## src/rtl/sap_pkg.sv

```systemverilog
// ---------------------------------------------------------------------------
// sap_pkg
// Shared definitions for the SAP-style RAM/MAR block with front-panel
// programming: default widths and the programming sequencer state type.
// ---------------------------------------------------------------------------
package sap_pkg;

  localparam int DEF_DATA_WIDTH = 8;
  localparam int DEF_ADDR_WIDTH = 4;
  localparam int DEF_BUS_WIDTH  = 8;

  // RUN is the normal CPU-bus mode; the P_ states belong to the
  // front-panel programming sequencer.
  typedef enum logic [2:0] {
    RUN     = 3'd0,
    P_IDLE  = 3'd1,
    P_WRITE = 3'd2,
    P_INC   = 3'd3,
    P_WAIT  = 3'd4
  } prog_state_t;

endpackage

```

## src/rtl/btn_sync_edge.sv

```systemverilog
// ---------------------------------------------------------------------------
// btn_sync_edge
// Brings a raw front-panel button into the clock domain through a two-stage
// synchroniser and produces a single-cycle pulse on its rising edge.
//
// Ports:
//   i_clk    system clock
//   i_rst    asynchronous active-high reset
//   i_btn    raw, asynchronous button level
//   o_level  synchronised button level
//   o_pulse  one-cycle pulse, high during the cycle after the third rising
//            clock edge following the raw rise
// ---------------------------------------------------------------------------
module btn_sync_edge (
  input  logic i_clk,
  input  logic i_rst,
  input  logic i_btn,
  output logic o_level,
  output logic o_pulse
);

  logic r_sync1;
  logic r_sync2;
  logic r_prev;
  logic r_pulse;

  // The pulse is registered so downstream logic sees a glitch-free,
  // full-cycle strobe.
  always_ff @(posedge i_clk or posedge i_rst) begin
    if (i_rst) begin
      r_sync1 <= 1'b0;
      r_sync2 <= 1'b0;
      r_prev  <= 1'b0;
      r_pulse <= 1'b0;
    end else begin
      r_sync1 <= i_btn;
      r_sync2 <= r_sync1;
      r_prev  <= r_sync2;
      r_pulse <= r_sync2 & ~r_prev;
    end
  end

  assign o_level = r_sync2;
  assign o_pulse = r_pulse;

endmodule

```

## src/rtl/ram_mar_prog.sv

```systemverilog
// ---------------------------------------------------------------------------
// ram_mar_prog
// DEPTH x DATA_WIDTH RAM with a bus-loaded memory address register and a
// front-panel programming sequencer (press-to-write, optional address
// auto-increment with a sticky wrap flag).
//
// Ports:
//   i_clk              system clock
//   i_clear            asynchronous active-high reset (memory not cleared)
//   i_prog_mode        1 = front-panel programming, 0 = run (bus) mode
//   i_auto_inc         increment programming address after each write
//   i_dipswitch_addr   front-panel address
//   i_dipswitch_data   front-panel data
//   i_prog_load_btn    raw button: load programming address
//   i_prog_write_btn   raw button: write one word
//   i_bus_in           CPU bus input
//   i_load_mar         run mode: MAR <= bus_in
//   i_write_enable     run mode: mem[MAR] <= bus_in
//   i_output_enable    drive mem[addr_out] onto o_bus_out
//   o_bus_out          memory word or zero
//   o_addr_out         active address (MAR or programming address)
//   o_prog_busy        sequencer is mid-action
//   o_prog_wrap        sticky auto-increment wrap flag
// ---------------------------------------------------------------------------
module ram_mar_prog
  import sap_pkg::*;
#(
  parameter int DATA_WIDTH = DEF_DATA_WIDTH,
  parameter int ADDR_WIDTH = DEF_ADDR_WIDTH,
  parameter int BUS_WIDTH  = DEF_BUS_WIDTH
) (
  input  logic                  i_clk,
  input  logic                  i_clear,
  input  logic                  i_prog_mode,
  input  logic                  i_auto_inc,
  input  logic [ADDR_WIDTH-1:0] i_dipswitch_addr,
  input  logic [DATA_WIDTH-1:0] i_dipswitch_data,
  input  logic                  i_prog_load_btn,
  input  logic                  i_prog_write_btn,
  input  logic [BUS_WIDTH-1:0]  i_bus_in,
  input  logic                  i_load_mar,
  input  logic                  i_write_enable,
  input  logic                  i_output_enable,
  output logic [DATA_WIDTH-1:0] o_bus_out,
  output logic [ADDR_WIDTH-1:0] o_addr_out,
  output logic                  o_prog_busy,
  output logic                  o_prog_wrap
);

  localparam int DEPTH = 2 ** ADDR_WIDTH;

  logic [DATA_WIDTH-1:0] r_mem [DEPTH];
  logic [ADDR_WIDTH-1:0] r_mar;
  logic [ADDR_WIDTH-1:0] r_prog_addr;
  logic                  r_prog_wrap;
  prog_state_t           r_state;

  logic                  w_load_level;
  logic                  w_load_pulse;
  logic                  w_write_level;
  logic                  w_write_pulse;
  logic                  w_mem_we;
  logic [ADDR_WIDTH-1:0] w_mem_addr;
  logic [DATA_WIDTH-1:0] w_mem_data;
  logic [ADDR_WIDTH-1:0] w_addr;

  btn_sync_edge u_load_btn (
    .i_clk   (i_clk),
    .i_rst   (i_clear),
    .i_btn   (i_prog_load_btn),
    .o_level (w_load_level),
    .o_pulse (w_load_pulse)
  );

  btn_sync_edge u_write_btn (
    .i_clk   (i_clk),
    .i_rst   (i_clear),
    .i_btn   (i_prog_write_btn),
    .o_level (w_write_level),
    .o_pulse (w_write_pulse)
  );

  // Only two sources may write memory: the bus in RUN, and the sequencer
  // in P_WRITE. The P_WRITE write still lands on the edge that leaves for
  // RUN when prog_mode drops. Qualifying with clear means a pending write
  // is dropped the moment clear asserts.
  assign w_mem_we   = ~i_clear &
                      (((r_state == RUN) && i_write_enable) || (r_state == P_WRITE));
  assign w_mem_addr = (r_state == RUN) ? r_mar : r_prog_addr;
  assign w_mem_data = (r_state == RUN) ? i_bus_in[DATA_WIDTH-1:0] : i_dipswitch_data;

  always_ff @(posedge i_clk) begin
    if (w_mem_we) begin
      r_mem[w_mem_addr] <= w_mem_data;
    end
  end

  // Sequencer, MAR and programming address. In RUN, a simultaneous
  // load_mar/write_enable writes at the old MAR because the memory block
  // samples r_mar before this update lands.
  always_ff @(posedge i_clk or posedge i_clear) begin
    if (i_clear) begin
      r_state     <= RUN;
      r_mar       <= '0;
      r_prog_addr <= '0;
      r_prog_wrap <= 1'b0;
    end else begin
      case (r_state)
        RUN: begin
          if (i_load_mar) begin
            r_mar <= i_bus_in[ADDR_WIDTH-1:0];
          end
          if (i_prog_mode) begin
            r_state     <= P_IDLE;
            r_prog_addr <= r_mar;
            r_prog_wrap <= 1'b0;
          end
        end
        P_IDLE: begin
          if (!i_prog_mode) begin
            r_state <= RUN;
          end else if (w_write_pulse) begin
            r_state <= P_WRITE;
          end else if (w_load_pulse) begin
            r_prog_addr <= i_dipswitch_addr;
            r_state     <= P_WAIT;
          end
        end
        P_WRITE: begin
          r_state <= i_prog_mode ? P_INC : RUN;
        end
        P_INC: begin
          if (!i_prog_mode) begin
            r_state <= RUN;
          end else begin
            if (i_auto_inc) begin
              r_prog_addr <= r_prog_addr + 1'b1;
              if (r_prog_addr == '1) begin
                r_prog_wrap <= 1'b1;
              end
            end
            r_state <= P_WAIT;
          end
        end
        P_WAIT: begin
          if (!i_prog_mode) begin
            r_state <= RUN;
          end else if (!w_load_level && !w_write_level) begin
            r_state <= P_IDLE;
          end
        end
        default: begin
          r_state <= RUN;
        end
      endcase
    end
  end

  assign w_addr      = (r_state == RUN) ? r_mar : r_prog_addr;
  assign o_addr_out  = w_addr;
  assign o_bus_out   = i_output_enable ? r_mem[w_addr] : '0;
  assign o_prog_busy = (r_state != RUN) && (r_state != P_IDLE);
  assign o_prog_wrap = r_prog_wrap;

endmodule

```

## config.mk

```make
export PLATFORM = sky130hd
export DESIGN_NAME = ram_mar_prog
export DESIGN_NICKNAME = d
export VERILOG_FILES = /design/src/rtl/sap_pkg.sv /design/src/rtl/btn_sync_edge.sv /design/src/rtl/ram_mar_prog.sv
export SDC_FILE = /design/constraint.sdc
export NUM_CORES = 1
export LEC_CHECK = 0
export ABC_AREA = 1
export CORE_ASPECT_RATIO = 0.5
export CORE_MARGIN = 5
export CORE_UTILIZATION = 39
export CTS_CLUSTER_DIAMETER = 120
export DETAILED_ROUTE_END_ITERATION = 16
export PLACE_DENSITY = 0.68
export SYNTH_ARGS = -nofsm -noshare
export SYNTH_HDL_FRONTEND = slang
export SYNTH_SLANG_ARGS = --single-unit
export TNS_END_PERCENT = 20
```

## constraint.sdc

```tcl
create_clock -name i_clk -period 5.6 [get_ports i_clk]
set_input_delay 0.56 -clock i_clk [delete_from_list [all_inputs] [get_ports i_clk]]
set_output_delay 0.56 -clock i_clk [all_outputs]
set_load 0.01 [all_outputs]
```

# Yosys cells after proc, flatten, opt, wreduce, memory -nomap -nowiden
# Memory sizes are Yosys's and may differ from the RTL's.
# Cells that the tools add are included.
dict set report op_classes {
  n_eq_ne 15
  bitwise_logic 6
  n_mux 26
  reduce_logical 14
  add_sub_neg 1
}
# cell n
set op_table {}
lappend op_table {{two-way mux 4 bit} 7}
lappend op_table {{two-way mux 3 bit} 7}
lappend op_table {{two-way mux 8 bit} 2}
lappend op_table {{one-hot mux 3 bit (5 select lines)} 1}
lappend op_table {{inequality test 2 bit, second input constant} 6}
lappend op_table {{one-hot mux 4 bit (3 select lines)} 1}
lappend op_table {{AND reduction 7 bit} 1}
lappend op_table {{== test 3 x 2 -> 1 bit, second input constant} 2}
lappend op_table {{two-way mux 1 bit} 6}
lappend op_table {{nonzero test 3 bit} 2}
lappend op_table {{AND reduction 5 bit} 1}
lappend op_table {{adder 4 x 1 -> 4 bit, second input constant} 1}
lappend op_table {{== test 4 bit, second input constant} 1}
lappend op_table {{inequality test 4 x 2 -> 1 bit, second input constant} 1}
lappend op_table {{bitwise AND 1 bit} 3}
lappend op_table {{== test 3 x 1 -> 1 bit, second input constant} 1}
lappend op_table {{== test 3 bit, second input constant} 1}
lappend op_table {{logical AND 1 bit} 3}
lappend op_table {{zero test 3 bit} 1}
lappend op_table {{inequality test 3 x 1 -> 1 bit, second input constant} 1}
lappend op_table {{inequality test 3 bit, second input constant} 1}
lappend op_table {{inverter 1 bit} 3}
lappend op_table {{AND reduction 3 bit} 1}
lappend op_table {{zero test 1 bit} 2}
lappend op_table {{other kinds (6)} 6}
dict set report word_totals {
  ff_bits 20
  out_inout_bits 14
  mem_bits_rw 128
  elab_cells 75
  mem_count 1
}
# name depth width rd rd_ports_with_merged_regs write_ports line
set mem_list {}
lappend mem_list {r_mem 16 8 1 0 1 ram_mar_prog.sv:52} ;# logic [DATA_WIDTH-1:0] r_mem [DEPTH];

# Depth between registers and ports, before layout
# Gate-level depths: netlist of run 1.
dict set report logic_depth {
  ltp_word 6
  ltp_mapped 12
  ltp_nobuf 11
}

# Hierarchy
# From an unflattened synthesis of run 1, not the netlist that was laid out.
dict set report unflattened {
  cells_unflattened 781
  area_unflattened_um2 7076.8
}
# mod area_per_inst_um2 cells_per_inst n_inst
set by_module_without_submodules {}
lappend by_module_without_submodules {ram_mar_prog 6849.1 767 1}
lappend by_module_without_submodules {btn_sync_edge 113.9 7 2}

# Worst setup path before layout of run 1
# OpenSTA, ideal clock, no wires.
dict set report synth_timing {
  kind {register to register}
  startpoint {register r_state[1]}
  endpoint {memory r_mem[10][0] (netlist bit) (enable)}
  period_less_slack_ns 2.138
  arrival_time_ns 1.768
  slack_ns 3.462
  stages_incl_launch_ff 8
  n_path_buf 0
  path_cell_list {dfrtp_1 > nor2_8 > nand2_8 > o21ai_2 > inv_2 > nor2_4 > inv_1 > nor2_1}
}
dict set report synth_via {
  elab_cells_between_ends 8
}
# element line
set synth_rtl {}
lappend synth_rtl {{from (decl)} ram_mar_prog.sv:56} ;# prog_state_t r_state;
lappend synth_rtl {{from (signal assigned)} ram_mar_prog.sv:130} ;# r_state <= i_prog_mode ? P_INC : RUN;
lappend synth_rtl {{zero test 3 bit} -}
lappend synth_rtl {{two-way mux 4 bit} -}
lappend synth_rtl {{net o_addr_out[2]} ram_mar_prog.sv:45} ;# output logic [ADDR_WIDTH-1:0] o_addr_out,
lappend synth_rtl {{to (decl)} ram_mar_prog.sv:52}
# The timed path passes the listed nets, and every way through them passes these cells.

# Worst setup path after layout of run 1
dict set report layout_timing {
  startpoint {register r_state[1]}
  endpoint {output o_bus_out[6]}
}
dict set report layout_via {
  elab_chain_len 4
}
# element line
set layout_rtl {}
lappend layout_rtl {{zero test 3 bit} ram_mar_prog.sv:159} ;# assign w_addr = (r_state == RUN) ? r_mar : r_prog_addr;
lappend layout_rtl {{two-way mux 4 bit} ram_mar_prog.sv:159}
lappend layout_rtl {{memory read (16 x 8 bit)} -}
lappend layout_rtl {{two-way mux 8 bit} ram_mar_prog.sv:161} ;# assign o_bus_out = i_output_enable ? r_mem[w_addr] : '0;
lappend layout_rtl {{to (decl)} ram_mar_prog.sv:44} ;# output logic [DATA_WIDTH-1:0] o_bus_out,
# No other way between the ends.

==> results of run 1 <==
[worst paths after layout]
kind / startpoint / end / cells after the start
max in group asynchronous: i_clear / r_mar[2] / 2
worst max register to register: r_state[1] / r_mem[15][0] / 6
min in group asynchronous: i_clear / u_write_btn.o_level / 2
worst min register to register: u_write_btn.r_sync1 / u_write_btn.o_level / 0
worst min-delay path: u_write_btn.r_sync1 / u_write_btn.o_level / 0
worst max-delay path: r_state[1] / o_bus_out[6] / 10
[power breakdown]
| group | internal (mW) | switching, mW |
|---|---|---|
| registers | 1.40 | 0.0547 |
| clock network | 0.700 | 0.440 |
| logic | 0.630 | 1.42 |
[registers in the layout (all words and copies together) (netlist names)]
name,cells
r_mem,128
r_mar,4
r_prog_addr,4
r_state,3
o_prog_wrap,1
u_load_btn.o_level,1
u_load_btn.o_pulse,1
u_load_btn.r_prev,1
u_load_btn.r_sync1,1
u_write_btn.o_level,1
u_write_btn.o_pulse,1
u_write_btn.r_prev,1
u_write_btn.r_sync1,1
[cell families after synthesis]
group / share of synthesized area (%)
simple gates: 24.3
buf+inv: 9.85
compound gates: 3.34
flops: 61.7
mux: 0.640
fa+ha+maj: 0.178
[area by class of cell]
type	instances	area [sq um]	area share [%]
flip-flops and latches	148	4340	52.6
well taps	234	293	3.55
clock inverters	13	158	1.91
inverters	150	566	6.85
clock buffers	19	433	5.24
multi-input cells	451	2000	24.3
repair buffers	47	458	5.55
[synth_stat cells (all sizes together), types with 3 or more instances]
library cell    n  area share, %
inv           150            8.0
clkbuf          5           0.27
nand2         302             17
o21ai          26            2.2
buf            19            1.5
nand3          60            4.4
nor2           41            2.9
nor3            3           0.21
edfxtp        128             55
dfrtp          20            7.1
mux2            4           0.64
a21oi           4           0.28
[cells in the final DEF, fill, tap and decap left out, types with 3 or more instances in the layout]
cell	count
sky130_fd_sc_hd__nand2_1	296
sky130_fd_sc_hd__inv_1	145
sky130_fd_sc_hd__edfxtp_1	128
sky130_fd_sc_hd__nand3_1	58
sky130_fd_sc_hd__clkdlybuf4s50_1	42
sky130_fd_sc_hd__nor2_1	34
sky130_fd_sc_hd__dfrtp_1	20
sky130_fd_sc_hd__clkbuf_16	17
sky130_fd_sc_hd__o21ai_0	14
sky130_fd_sc_hd__o21ai_1	9
sky130_fd_sc_hd__buf_4	5
sky130_fd_sc_hd__inv_2	4
sky130_fd_sc_hd__a21oi_1	4
sky130_fd_sc_hd__nand2_2	4
sky130_fd_sc_hd__nor2_4	4
sky130_fd_sc_hd__mux2_2	4
sky130_fd_sc_hd__nor3_1	3
sky130_fd_sc_hd__bufinv_16	3
[through the flow]
| step | instances | hold slack [ns] | util [%] | worst slack [ns] |
|---|---|---|---|---|
| 3_3_place_gp | 1030 | 0.336 | 43.7 | 1.68 |
| 3_5_place_dp | 1030 | 0.337 | 43.7 | 1.61 |
| 6_report | 1062 | 0.349 | 47.1 | 1.13 |
| 4_1_cts | 1062 | 0.352 | 47.1 | 1.11 |
| 5_1_grt | 1062 | 0.372 | 47.1 | 0.867 |
| 2_1_floorplan | 773 | 0.331 | - | 3.46 |
[worst reg2reg max path, cell delays in order (launching register included)]
cell and delay, ns:
sky130_fd_sc_hd__dfrtp_1 0.48, sky130_fd_sc_hd__nor2_8 0.20, sky130_fd_sc_hd__nand3_2 0.48, sky130_fd_sc_hd__nand2_2 0.69
sky130_fd_sc_hd__buf_4 0.42, sky130_fd_sc_hd__nand3_1 0.27, sky130_fd_sc_hd__nor2_1 0.71
[metal layers]
| layer | vias up | GRT usage [%] | wire, um |
|---|---|---|---|
| met5 | - | 0 | 0 |
| met4 | 0 | 4.70 | 278 |
| met3 | 32 | 3.15 | 1040 |
| met2 | 165 | 25.2 | 7510 |
| met1 | 2329 | 21.7 | 7130 |
| li1 | 2506 | - | - |
==> metrics, run 1 <==
status finished clean; cts hold-fix bufs 0; Port Buffers 42; total of endpoints with negative setup slack in the final report 0; final instance area 8250 sq um; clk slew on worst S/H paths 0.06 ns; hold crit path type flip-flop to flip-flop; router iterations before antenna repair 6; number of CTS-inserted buffers 17; Starting Density 40.2%; final max-slew violation count 0; Worst Setup End Kind primary output; core region area 17500 sq um; startpoint type of the worst setup path flip-flop; clock latency at the later pin of the worst-skew pair 0.42 ns; Post-CTS Setup Repair Bufs 0; cell chain of the critical path nor2_8 -> nand2_8 -> o21ai_4 -> inv_2 -> nand2_1 -> nand2_1 -> nand2_1 -> nand3_1 -> nor2_1 -> clkdlybuf4s50_1; final critical delay including setup and external delays 4.47 ns; normalized max-slew margin 28.9%; total die area 21000 sq um; share of the yosys chip area belonging to registers 61.7%; die height 105 um; cell type of the slowest stage on the worst timing path sky130_fd_sc_hd__o21ai_4; net count of the finished layout 845; number of synthesized register bits 148; FFs w/ async S/R, synth 13.5%; main flop type after synthesis sky130_fd_sc_hd__edfxtp_1; number of unique standard cell types used by synthesis 36; remaining number of nets flagged by the antenna check after routing 0; share of the cycle needed by the critical path after routing 79.8%; TritonCTS clock tree yes; detailed-route vias per instance 4.74; unrepaired setup endpoints after global routing false; gate family responsible for the most delay along the worst path buffers and inverters; post-DP HPWL 10500 um; total global routing overflow 0; setup slack of the most critical reg-to-reg path 1.97 ns; floorplan row count 34; 1st-iter DRT viols 387; number of placed I/O pins 43; Tightest Pin Transition 1.06 ns; syn_nets 803; leak pwr 3.78 nW; share of layout cells above drive strength 1 7.25%; total track usage 15.7%; maximum clock skew at final layout 0.0103 ns; die width 200 um; synth-to-layout area growth 17.2%; Post-Syn Area 7040 sq um; highest clock frequency the design can meet 224 MHz; number of resized instances in the post-cts repair step 0; Worst Path Buf+Inv 2; Most Frequent Cell on Critical Path sky130_fd_sc_hd__nand2_1; worst ir drop on vdd 0.262 mV; count of mapped cells out of synthesis 773; post-route total power 4.65 mW; power density normalized to cell area 563 nW/um^2; Worst EP required 5.04 ns; mean instance size in the synthesized netlist 9.11 sq um; global-route wire length before repair 25800 um; via count of the first global-routing pass 4939; DRC viols 0; Maximum Capacitance Violations 0; CTS Root Buffer Type sky130_fd_sc_hd__clkbuf_16; final weighted congestion of routability-driven global placement 0.823; Total Neg Setup Slack 0 ns; CP max stage delay 0.86 ns; maximum fanout count along the critical path 36; worst path arrival time 3.91 ns; number of fill cells 1663; count of flip-flops with a built-in enable after synthesis 128; final hold violations 0; routed via count 5032; synthesis warning total 0; startpoint-to-endpoint class of the critical path flip-flop to primary output; initial antenna violation count 0; antenna fix cells 0; maximum number of pins on one net before global-route repair 37; Cell Area, Placed 7660 sq um; Clock Path Buffers 2; routed length per instance 15.0 um; detailed-route wire length 16000 um; H-tree levels 4; sink count of the clock tree 148
(Power assumes the default switching activity.)
==> run 2, diff against run 1 <==
- clock period: 5.6 -> 4.2 ns (I/O delays scaled with it)
==> metrics, run 2 (synthesis gave the netlist of run 1 again) <==
status finished clean (unchanged); worst path arrival time 3.35 ns (was 3.91 ns); H-tree levels 4 (unchanged); cts hold-fix bufs 0 (unchanged); Cell Area, Placed 7680 sq um (was 7660 sq um); post-route worst hold slack 0.350 ns (was 0.349 ns); final weighted congestion of routability-driven global placement 0.848 (was 0.823); most frequent cells in the layout sky130_fd_sc_hd__nand2_1 (296), sky130_fd_sc_hd__inv_1 (145), sky130_fd_sc_hd__edfxtp_1 (128) (unchanged); clock latency at the later pin of the worst-skew pair 0.42 ns (about the same); layer with the highest usage met2 (unchanged); Most Frequent Cell on Critical Path sky130_fd_sc_hd__nand2_1 (unchanged); clk slew on worst S/H paths 0.06 ns (about the same); Clock Path Buffers 2 (unchanged); Worst Path Buf+Inv 1 (was 2); via count of the first global-routing pass 5018 (was 4939); leading registers by flop count r_mem x128, r_mar x4, r_prog_addr x4 (unchanged); maximum fanout count along the critical path 34 (was 36); Starting Density 40.2% (unchanged); sink count of the clock tree 148 (unchanged); leak pwr 3.78 nW (about the same); TritonCTS clock tree yes (unchanged); antenna fix cells 0 (unchanged); unrepaired setup endpoints after global routing false (unchanged); Worst Setup End Kind primary output (unchanged); Util after Layout 47.2% (was 47.1%); detailed-route wire length 16000 um (about the same); normalized max-slew margin 32.7% (was 28.9%); register ranked first by flip-flop count r_mem (unchanged); max reg flops 128 (unchanged); maximum clock skew at final layout 0.00878 ns (was 0.0103 ns); total global routing overflow 0 (unchanged); CTS Root Buffer Type sky130_fd_sc_hd__clkbuf_16 (unchanged); startpoint-to-endpoint class of the critical path flip-flop to primary output (unchanged); hold crit path type flip-flop to flip-flop (unchanged); global-route wire length before repair 26300 um (was 25800 um); highest clock frequency the design can meet 265 MHz; Port Buffers 42 (unchanged); worst ir drop on vdd 0.356 mV (was 0.262 mV); synth-to-layout area growth 17.6% (was 17.2%); gate family responsible for the most delay along the worst path simple AND/OR/NAND/NOR gates (was buffers and inverters); total track usage 16.0% (was 15.7%); Maximum Capacitance Violations 0 (unchanged); P_sw 2.56 mW (was 1.92 mW); cell chain of the critical path nor2_8 -> nand2_8 -> nand2_2 -> nand2_2 -> nand2_1 -> nand2_1 -> nand2_1 -> nand2_1 -> nand2_1 -> nand2_1 -> nor2_1 -> clkdlybuf4s50_1 (was nor2_8 -> nand2_8 -> o21ai_4 -> inv_2 -> nand2_1 -> nand2_1 -> nand2_1 -> nand3_1 -> nor2_1 -> clkdlybuf4s50_1); clock network power share 24.4% (was 24.5%); net count of the finished layout 845 (unchanged); Post-CTS Setup Repair Bufs 0 (unchanged); die height 105 um (unchanged); commonest non-fill, non-tap cell in the layout sky130_fd_sc_hd__nand2_1 (unchanged); final instance area 8280 sq um (was 8250 sq um); routed via count 4991 (was 5032); remaining number of nets flagged by the antenna check after routing 0 (unchanged); total of endpoints with negative setup slack in the final report 0 (unchanged); total die area 21000 sq um (unchanged); met1 usage 22.3% (was 21.7%); core region area 17500 sq um (unchanged); number of placed I/O pins 43 (unchanged); die width 200 um (unchanged); Worst EP required 3.78 ns (was 5.04 ns); share of the cycle needed by the critical path after routing 89.7%; fraction of power consumed by sequential logic 31.2% (was 31.3%); 1st-iter DRT viols 446 (was 387); DRC viols 0 (unchanged); detailed-route vias per instance 4.70 (was 4.74); Internal Pwr Total 3.66 mW (was 2.73 mW); routed length per instance 15.0 um (about the same); Total Neg Setup Slack 0 ns (unchanged); switching share of power 41.2% (about the same); number of resized instances in the post-cts repair step 0 (unchanged); initial antenna violation count 0 (unchanged); power density normalized to cell area 752 nW/um^2 (was 563 nW/um^2); Tightest Pin Transition 1.01 ns (was 1.06 ns); startpoint type of the worst setup path flip-flop (unchanged); post-DP HPWL 10400 um (was 10500 um); final hold violations 0 (unchanged); GR met3 Demand/Resource 2.96% (was 3.15%); maximum number of pins on one net before global-route repair 40 (was 37); met2 track utilization from global routing 25.4% (was 25.2%); floorplan row count 34 (unchanged); Logic pwr share 44.4% (was 44.1%); cell type of the slowest stage on the worst timing path sky130_fd_sc_hd__clkdlybuf4s50_1 (was sky130_fd_sc_hd__o21ai_4); share of layout cells above drive strength 1 7.49% (was 7.25%); router iterations before antenna repair 5 (was 6); final critical delay including setup and external delays 3.77 ns; number of CTS-inserted buffers 17 (unchanged); final max-slew violation count 0 (unchanged); CP max stage delay 0.57 ns (was 0.86 ns)
## run 2: final timing paths
kind,startpoint,cells after the start,end,slack [ns]
setup / recovery,r_state[1],12,o_bus_out[1],0.43
max in group asynchronous,i_clear,2,r_mar[1],3.21
setup reg to reg,r_state[1],5,r_mem[0][1],0.96
hold reg to reg,u_write_btn.r_sync1,0,u_write_btn.o_level,0.35
hold / removal,u_write_btn.r_sync1,0,u_write_btn.o_level,0.35
min in group asynchronous,i_clear,2,u_load_btn.r_sync1,0.50
## run 2: cell type report
class / instances / area (sq um)
clock buffers: 19 / 433
inverters: 150 / 566
repair buffers: 47 / 470
flip-flops and latches: 148 / 4340
multi-input cells: 451 / 2010
clock inverters: 13 / 160
well taps: 234 / 293
fillers: 1578 / 9250
## run 2: metrics by stage
stage          setup WS, ns  instances  power, mW
2_1_floorplan          2.06        773       3.84
3_3_place_gp          0.972       1030       4.69
3_5_place_dp          0.891       1030       4.71
4_1_cts               0.423       1062       6.24
5_1_grt               0.212       1062       6.64
6_report              0.433       1062       6.22
## run 2: power groups by stage
stage / combinational [mW] / clock, mW / sequential (mW)
3_5_place_dp: 2.74 / 0 / 1.97
6_report: 2.76 / 1.52 / 1.94
4_1_cts: 2.77 / 1.53 / 1.94
5_1_grt: 3.08 / 1.60 / 1.95
2_1_floorplan: 1.88 / 0 / 1.96
3_3_place_gp: 2.72 / 0 / 1.97
## run 2: worst reg2reg max path: cells and delay by family (launching register included)
family / cells / cell delay (ns)
AND/OR/NAND/NOR: 5 / 2.38
flip-flops: 1 / 0.48
## run 2: routing by layer
metal | share of wire (%) | vias to the layer above
met5 | 0 | -
met4 | 1.5 | 0
met3 | 5.9 | 22
met2 | 48 | 160
met1 | 45 | 2302
li1 | - | 2507
==> run 3, diff against run 2 <==
- CTS_BUF_LIST: unset -> sky130_fd_sc_hd__clkbuf_4 sky130_fd_sc_hd__clkbuf_8 sky130_fd_sc_hd__clkbuf_16
- PLACE_DENSITY: 0.68 -> 0.59
- clock period: 4.2 -> 4.7 ns (I/O delays scaled with it)
==> metrics, run 3 (synthesis gave the netlist of run 1 again) <==
maximum number of pins on one net before global-route repair 35 (was 40); H-tree levels 4 (unchanged); Tightest Pin Transition 0.858 ns (was 1.01 ns); clk slew on worst S/H paths 0.07 ns (was 0.06 ns); hold crit path type flip-flop to flip-flop (unchanged); highest clock frequency the design can meet 250 MHz; total track usage 16.0% (about the same); synth-to-layout area growth 17.8% (was 17.6%); Post-Layout Cell Count 1064 (was 1062); clock latency at the later pin of the worst-skew pair 0.42 ns (about the same); final instance area 8290 sq um (was 8280 sq um); detailed-route wire length 16100 um (was 16000 um); Cell Area, Placed 7690 sq um (was 7680 sq um); total die area 21000 sq um (unchanged); final hold violations 0 (unchanged); global-route wire length before repair 25900 um (was 26300 um); antenna fix cells 0 (unchanged); register ranked first by flip-flop count r_mem (unchanged); leak pwr 3.82 nW (was 3.78 nW); DRC viols 0 (unchanged); Maximum Capacitance Violations 0 (unchanged); net count of the finished layout 847 (was 845); most frequent cells in the layout sky130_fd_sc_hd__nand2_1 (296), sky130_fd_sc_hd__inv_1 (145), sky130_fd_sc_hd__edfxtp_1 (128) (unchanged); TritonCTS clock tree yes (unchanged); die width 200 um (unchanged); number of resized instances in the post-cts repair step 0 (unchanged); number of placed I/O pins 43 (unchanged); sink count of the clock tree 148 (unchanged); final max-slew violation count 0 (unchanged); initial antenna violation count 0 (unchanged); total global routing overflow 0 (unchanged); Clock Path Buffers 2 (unchanged); maximum fanout count along the critical path 30 (was 34); final weighted congestion of routability-driven global placement 0.847 (was 0.848); normalized max-slew margin 42.6% (was 32.7%); via count of the first global-routing pass 4879 (was 5018); post-route worst hold slack 0.363 ns (was 0.350 ns); share of the cycle needed by the critical path after routing 85.1%; router iterations before antenna repair 5 (unchanged); detailed-route vias per instance 4.66 (was 4.70); Starting Density 40.2% (unchanged); die height 105 um (unchanged); Post-CTS Setup Repair Bufs 0 (unchanged); worst path arrival time 3.53 ns (was 3.35 ns); post-DP HPWL 10700 um (was 10400 um); Worst EP required 4.23 ns (was 3.78 ns); 1st-iter DRT viols 333 (was 446); final critical delay including setup and external delays 4.00 ns; number of CTS-inserted buffers 17 (unchanged); floorplan row count 34 (unchanged); routed via count 4956 (was 4991); total of endpoints with negative setup slack in the final report 0 (unchanged); Util after Layout 47.3% (was 47.2%); worst ir drop on vdd 0.265 mV (was 0.356 mV); unrepaired setup endpoints after global routing false (unchanged); commonest non-fill, non-tap cell in the layout sky130_fd_sc_hd__nand2_1 (unchanged); max reg flops 128 (unchanged); Port Buffers 42 (unchanged); remaining number of nets flagged by the antenna check after routing 0 (unchanged); leading registers by flop count r_mem x128, r_mar x4, r_prog_addr x4 (unchanged); Worst Setup End Kind primary output (unchanged); maximum clock skew at final layout 0.0132 ns (was 0.00878 ns); startpoint type of the worst setup path flip-flop (unchanged); core region area 17500 sq um (unchanged); power density normalized to cell area 675 nW/um^2 (was 752 nW/um^2); startpoint-to-endpoint class of the critical path flip-flop to primary output (unchanged); status finished clean (unchanged); Total Neg Setup Slack 0 ns (unchanged); cts hold-fix bufs 0 (unchanged); share of layout cells above drive strength 1 7.95% (was 7.49%); number of placed instances with taps included 1032 (was 1030); CTS Root Buffer Type sky130_fd_sc_hd__clkbuf_16 (unchanged); routed length per instance 15.2 um (was 15.0 um)
-- run 3: final timing paths --
check / startpoint / end / slack, ns / cells past startpoint
min reg2reg: u_write_btn.r_sync1 / u_write_btn.o_level / 0.36 / 0
max reg2reg: r_state[1] / r_mem[9][7] / 1.51 / 7
min: u_write_btn.r_sync1 / u_write_btn.o_level / 0.36 / 0
min in group asynchronous: i_clear / u_load_btn.r_sync1 / 0.55 / 2
max in group asynchronous: i_clear / r_prog_addr[1] / 3.66 / 2
max: r_state[1] / o_bus_out[0] / 0.70 / 13
-- run 3: per-layer routing --
layer,up-vias,track usage [%],share of wire [%]
li1,2512,-,-
met1,2337,22.2,46
met2,99,25.7,48
met3,8,3.28,5.2
met4,0,4.46,0.65
met5,-,0,0
-- run 3: cell type report --
type | count | area [sq um]
repair buffers | 49 | 485
inverters | 150 | 566
fillers | 1652 | 9230
clock inverters | 12 | 136
flip-flops and latches | 148 | 4340
clock buffers | 20 | 465
well taps | 234 | 293
multi-input cells | 451 | 2000
-- run 3: critical path, cell delays in order, from the launching register on --
cell and delay (ns):
sky130_fd_sc_hd__dfrtp_1 0.49, sky130_fd_sc_hd__nor2_8 0.20, sky130_fd_sc_hd__nand2_8 0.17, sky130_fd_sc_hd__nand2_4 0.28, sky130_fd_sc_hd__nand2_2 0.43, sky130_fd_sc_hd__buf_12 0.34
sky130_fd_sc_hd__nand2_1 0.08, sky130_fd_sc_hd__nand2_1 0.08, sky130_fd_sc_hd__nand2_1 0.08, sky130_fd_sc_hd__nand2_1 0.09, sky130_fd_sc_hd__nand2_1 0.07, sky130_fd_sc_hd__nand3_1 0.07
sky130_fd_sc_hd__nor2_1 0.15, sky130_fd_sc_hd__clkdlybuf4s50_1 0.56
-- run 3: where the power goes --
group	internal (mW)	switching (mW)
sequential	1.67	0.0677
clock	0.836	0.546
combinational	0.777	1.70
total	3.28	2.32
-- run 3: through the flow --
stage	power, mW	setup slack [ns]
finish	5.60	0.702
global route	5.99	0.437
CTS	5.64	0.689
detailed placement	4.25	1.16
global placement	4.24	1.16
floorplan	3.43	2.56
